`config.mk`:
```
export PLATFORM = sky130hd
export DESIGN_NAME = switch_bounce_gen
export DESIGN_NICKNAME = d
export VERILOG_FILES = /design/src/rtl/switch_bounce_gen_pkg.sv /design/src/rtl/switch_bounce_gen_lfsr16.sv /design/src/rtl/switch_bounce_gen.sv
export SDC_FILE = /design/constraint.sdc
export NUM_CORES = 1
export LEC_CHECK = 0
export CORE_ASPECT_RATIO = 1.1
export CORE_UTILIZATION = 60
export CTS_CLUSTER_SIZE = 25
export DETAILED_ROUTE_END_ITERATION = 10
export PLACE_DENSITY = 0.87
export SLEW_MARGIN = 20
export SYNTH_ARGS = -nofsm -noshare
export SYNTH_HDL_FRONTEND = slang
export SYNTH_SLANG_ARGS = --single-unit
```
`constraint.sdc`:
```
create_clock -name clk -period 4 [get_ports clk]
set_input_delay 0.8 -clock clk [delete_from_list [all_inputs] [get_ports clk]]
set_output_delay 0.8 -clock clk [all_outputs]
set_load 0.05 [all_outputs]
```
`src/rtl/switch_bounce_gen_pkg.sv`:
```
// Shared definitions for the switch bounce emulator: FSM encoding and LFSR step.
package switch_bounce_gen_pkg;

    typedef enum logic [1:0] {
        ST_IDLE   = 2'd0,
        ST_BOUNCE = 2'd1,
        ST_SETTLE = 2'd2
    } state_t;

    localparam int                LFSR_W    = 16;
    localparam logic [LFSR_W-1:0] LFSR_MASK = 16'hB400;

    // Right-shifting Galois step; a non-zero state never maps to zero.
    function automatic logic [LFSR_W-1:0] lfsr_step(input logic [LFSR_W-1:0] s);
        return (s >> 1) ^ (s[0] ? LFSR_MASK : {LFSR_W{1'b0}});
    endfunction

    function automatic logic [15:0] sat_inc16(input logic [15:0] v);
        return (v == 16'hFFFF) ? v : v + 16'd1;
    endfunction

endpackage

```
`src/rtl/switch_bounce_gen_lfsr16.sv`:
```
// Free-running 16-bit Galois LFSR; reusable pseudo-random source for stimulus blocks.
module lfsr16
    import switch_bounce_gen_pkg::*;
#(
    parameter logic [15:0] SEED = 16'hACE1
) (
    input  logic        clk,
    input  logic        rst,
    output logic [15:0] o_state
);

    // An all-zero seed would lock the register up, so it is replaced by 1.
    localparam logic [15:0] RESET_VAL = (SEED == 16'h0000) ? 16'h0001 : SEED;

    logic [15:0] r_state;

    always_ff @(posedge clk or posedge rst) begin
        if (rst) begin
            r_state <= RESET_VAL;
        end else begin
            r_state <= lfsr_step(r_state);
        end
    end

    assign o_state = r_state;

endmodule

```
`src/rtl/switch_bounce_gen.sv`:
```
// Mechanical switch emulator: drives a bouncy level toward a commanded target,
// with LFSR-spaced bounce edges followed by a stable settle period.
module switch_bounce_gen
    import switch_bounce_gen_pkg::*;
#(
    parameter logic [23:0] BOUNCE_CYCLES = 24'd20000,
    parameter logic [23:0] SETTLE_CYCLES = 24'd1000,
    parameter int          HOLD_BITS     = 4,
    parameter logic [15:0] LFSR_SEED     = 16'hACE1,
    parameter logic        INIT_LEVEL    = 1'b0
) (
    input  logic        clk,
    input  logic        rst,
    input  logic        cmd_valid,
    input  logic        cmd_level,
    output logic        cmd_ready,
    output logic        switch_out,
    output logic        busy,
    output logic        done,
    output logic [15:0] edge_count
);

    state_t                r_state;
    logic                  r_switch;
    logic                  r_target;
    logic                  r_done;
    logic [15:0]           r_edge_cnt;
    logic [HOLD_BITS-1:0]  r_hold;
    logic [23:0]           r_bounce_cnt;
    logic [23:0]           r_settle_cnt;

    state_t                w_state_nx;
    logic                  w_switch_nx;
    logic                  w_target_nx;
    logic                  w_done_nx;
    logic [15:0]           w_edge_nx;
    logic [HOLD_BITS-1:0]  w_hold_nx;
    logic [23:0]           w_bounce_nx;
    logic [23:0]           w_settle_nx;
    logic                  w_accept;
    logic [15:0]           w_lfsr;
    logic                  w_lfsr_unused;

    lfsr16 #(
        .SEED (LFSR_SEED)
    ) u_lfsr (
        .clk     (clk),
        .rst     (rst),
        .o_state (w_lfsr)
    );

    // Only the low slice sets hold times; the upper bits just carry the sequence.
    assign w_lfsr_unused = ^w_lfsr;

    assign w_accept = cmd_valid && (r_state == ST_IDLE);

    always_comb begin
        w_state_nx  = r_state;
        w_switch_nx = r_switch;
        w_target_nx = r_target;
        w_done_nx   = 1'b0;
        w_edge_nx   = r_edge_cnt;
        w_hold_nx   = r_hold;
        w_bounce_nx = r_bounce_cnt;
        w_settle_nx = r_settle_cnt;

        case (r_state)
            ST_IDLE: begin
                if (w_accept) begin
                    if (cmd_level == r_switch) begin
                        w_edge_nx = 16'd0;
                        w_done_nx = 1'b1;
                    end else begin
                        w_target_nx = cmd_level;
                        w_switch_nx = cmd_level;
                        w_edge_nx   = 16'd1;
                        w_hold_nx   = w_lfsr[HOLD_BITS-1:0];
                        w_bounce_nx = 24'd0;
                        w_settle_nx = 24'd0;
                        if (BOUNCE_CYCLES != 24'd0) begin
                            w_state_nx = ST_BOUNCE;
                        end else if (SETTLE_CYCLES != 24'd0) begin
                            w_state_nx = ST_SETTLE;
                        end else begin
                            w_done_nx = 1'b1;
                        end
                    end
                end
            end

            ST_BOUNCE: begin
                w_bounce_nx = r_bounce_cnt + 24'd1;
                // Last window cycle forces the target regardless of the hold timer.
                if (r_bounce_cnt == BOUNCE_CYCLES - 24'd1) begin
                    w_switch_nx = r_target;
                    if (r_switch != r_target) begin
                        w_edge_nx = sat_inc16(r_edge_cnt);
                    end
                    if (SETTLE_CYCLES != 24'd0) begin
                        w_state_nx = ST_SETTLE;
                    end else begin
                        w_state_nx = ST_IDLE;
                        w_done_nx  = 1'b1;
                    end
                end else if (r_hold == '0) begin
                    w_switch_nx = ~r_switch;
                    w_edge_nx   = sat_inc16(r_edge_cnt);
                    w_hold_nx   = w_lfsr[HOLD_BITS-1:0];
                end else begin
                    w_hold_nx = r_hold - HOLD_BITS'(1);
                end
            end

            ST_SETTLE: begin
                if (r_settle_cnt == SETTLE_CYCLES - 24'd1) begin
                    w_state_nx = ST_IDLE;
                    w_done_nx  = 1'b1;
                end else begin
                    w_settle_nx = r_settle_cnt + 24'd1;
                end
            end

            default: begin
                w_state_nx = ST_IDLE;
            end
        endcase
    end

    always_ff @(posedge clk or posedge rst) begin
        if (rst) begin
            r_state      <= ST_IDLE;
            r_switch     <= INIT_LEVEL;
            r_target     <= INIT_LEVEL;
            r_done       <= 1'b0;
            r_edge_cnt   <= 16'd0;
            r_hold       <= '0;
            r_bounce_cnt <= 24'd0;
            r_settle_cnt <= 24'd0;
        end else begin
            r_state      <= w_state_nx;
            r_switch     <= w_switch_nx;
            r_target     <= w_target_nx;
            r_done       <= w_done_nx;
            r_edge_cnt   <= w_edge_nx;
            r_hold       <= w_hold_nx;
            r_bounce_cnt <= w_bounce_nx;
            r_settle_cnt <= w_settle_nx;
        end
    end

    assign cmd_ready  = (r_state == ST_IDLE);
    assign busy       = (r_state != ST_IDLE);
    assign switch_out = r_switch;
    assign done       = r_done;
    assign edge_count = r_edge_cnt;

endmodule

```
==> impl_metrics.toml <==
[status]
status = "complete, but fails checks"
violations = "design-rule violations"

[layout]
regArea_sq_um = 2240
diodes = 0
fillCellCount = 531
fin_util = 0.698
postLayoutCellArea_sq_um = 4950
multi_input_area_sq_um = 2060
layout-drive-gt1-share = 0.0721
final_nets = 502
syn_to_final_growth_pct = 11.2

[sta]
slew_headroom = 0.311
finalWorstSetupSlack_ns = 1.05
worst-slew-pin-transition_ns = 1.03
fmax_mhz = 339
finalSetupTns_ns = 0
hold_violations = 0
rsz0062_at_grt = "no"
worst_clock_skew_ns = 0.0113
min_period_ns = 2.95
setup_violations = 0
maxSlewViolCount = 0
min_period_over_period = 0.738

[placement]
place.detailed.hpwl_um = 6310
port_buffers = 23
dpl-instance-area_sq_um = 4730
pre_cts_slack_ns = 0.886
routabilityCongestion = 0.838

[routing]
drtPass1Iterations = 8
via_count = 3596
drc = 10
vias_per_cell = 6.16
routed_wl_um = 9040
wl_per_cell_um = 15.5
dr.first_iter.drc_count = 192
ant_nets = 0

[setup_path]
startpoint_type = "register"
worstSetupPathType = "register to output port"
required_ns = 3.20
setup.worst_path.end_class = "output port"
cp_max_fo = 12
r2r_slack_ns = 1.17
arrival_ns = 2.15

[yosys]
synthCells = 473
yosysWarnings = 0
ys_seq_elements = 89
synthArstFlopShare = 1.00
synth_area_per_cell_sq_um = 9.41
synth_edf_count = 0
yosys.cell_types.count = 52
ys_seq_area_frac = 0.503
ys_dominant_reg_cell = "dfrtp_1"
netlist_area_sq_um = 4450
synth.net_count = 481

[clock_tree]
tritoncts = "yes"
cts-resized-gates = 0
cts_made_buffers = 9
post_cts_buffers = 0
cts_buffer_depth = 2
cts-root-buf = "clkbuf_8"
clk_latency_ns = 0.36
path_clk_slew_ns = 0.09
clock-sinks = 89
htreeDepth = 3
cts_hold_buf = 0

[grt]
grt_pass1_wl_um = 15700
track_usage = 0.251
antenna_found_initial = 0
grt_max_degree = 51
grt_pass1_vias = 3563
grt.overflow.total = 0

[floorplanning]
std_cell_rows = 32
die_h_um = 92.3
pin_count = 24
die-area_sq_um = 7760
core_sq_um = 7090
fp.dieW_um = 84.1
start_util = 0.628

[pwr]
power.total_mw = 3.15
ir_drop_mv = 0.305
p_leak_nw = 1.98
pwr_density_cell_nw_per_um2 = 637

[hold_path]
hp-class = "register to register"

[flow_run]
maxCapViolations = 0
cell families after synthesis:
kind of cell / after synthesis / synth area share
simple gates: 211 / 0.238
compound gates: 93 / 0.126
flops: 89 / 0.503
xor+xnor: 43 / 0.0846
buf+inv: 31 / 0.0332
fa+ha+maj: 4 / 0.0112
mux: 2 / 0.00450
flip-flops by register name, summed over array words and instances (netlist names):
signal and cells:
done 1, r_hold 4, switch_out 1, u_lfsr.o_state 16
r_settle_cnt 24, r_bounce_cnt 24, r_target 1, edge_count 16
r_state 2
layer usage:
layer,up-vias,wire [um],track usage,share of wire
met4,0,144,0.0948,0.016
met3,14,412,0.0419,0.046
met2,97,4420,0.430,0.49
li1,1731,-,-,-
met1,1754,4070,0.322,0.45
met5,-,0,0,0
final timing paths:
| path | from | to | depth (start not counted) |
|---|---|---|---|
| setup / recovery | r_state[1]$_DFFE_PP0P_ | cmd_ready | 2 |
| hold / removal | u_lfsr.o_state[4]$_DFF_PP0_ | u_lfsr.o_state[3]$_DFF_PP0_ | 0 |
| setup reg to reg | r_settle_cnt[18]$_DFFE_PP0P_ | r_settle_cnt[21]$_DFFE_PP0P_ | 7 |
| hold reg to reg | u_lfsr.o_state[4]$_DFF_PP0_ | u_lfsr.o_state[3]$_DFF_PP0_ | 0 |
| max in group asynchronous | rst | u_lfsr.o_state[7]$_DFF_PP1_ | 3 |
| min in group asynchronous | rst | r_settle_cnt[18]$_DFFE_PP0P_ | 2 |
cells in the final DEF, fill, tap and decap left out, types with 6 or more instances in the layout:
cell type / instances
buf_4: 6
xnor2_1: 27
nand4_1: 23
o21ai_0: 11
clkdlybuf4s50_1: 23
or4_1: 7
a211oi_1: 6
clkbuf_8: 9
nand3_1: 26
a21oi_1: 30
nor4_1: 8
o21ai_1: 22
dfstp_2: 8
dfrtp_1: 81
nor2_1: 60
or3_1: 8
and3_1: 8
nor3_1: 8
nand2_1: 45
xor2_1: 16
inv_1: 10
report_power, final:
group          internal (mW)  total (mW)  switching, mW
Combinational          0.409        1.01          0.604
Sequential              1.15        1.46          0.314
Clock                  0.354       0.675          0.321
layout make-up:
cell class,count,share of cell area
clock inverters,6,0.0185
inverters,12,0.00936
clock buffers,10,0.0258
well taps,85,0.0215
repair buffers,29,0.0556
multi-input cells,353,0.417
flip-flops and latches,89,0.452
metrics by stage:
stage / hold slack (ns) / instances
after floorplan: 0.331 / 473
after global placement: 0.339 / 568
after detailed placement: 0.337 / 568
after CTS: 0.359 / 584
after global routing: 0.366 / 584
final: 0.355 / 584
worst max-delay path, stage by stage (launching register included):
cell and delay (ns):
dfrtp_1 0.53, nor2_1 0.38, clkdlybuf4s50_1 0.88
Yosys cell counts, types with 3 or more instances:
master	count	share of area
or3_1	8	0.011
xor2_1	16	0.031
dfstp_2	8	0.047
and4_1	3	0.0059
ha_1	4	0.011
nand4_1	23	0.032
buf_2	4	0.0045
xnor2_1	27	0.053
dfrtp_1	81	0.46
a31oi_1	3	0.0042
nor3_1	8	0.0090
a21oi_1	30	0.034
a41oi_1	3	0.0059
and3_1	8	0.011
nand3_1	26	0.029
a211oi_1	6	0.010
inv_1	11	0.0093
o31ai_1	4	0.0067
nor4_1	8	0.011
nand2_1	45	0.038
clkbuf_1	10	0.0084
o21ai_0	11	0.012
o21ai_1	22	0.025
or4_1	7	0.012
buf_6	3	0.0076
nor2_1	60	0.051
(Power assumes the default switching activity.)
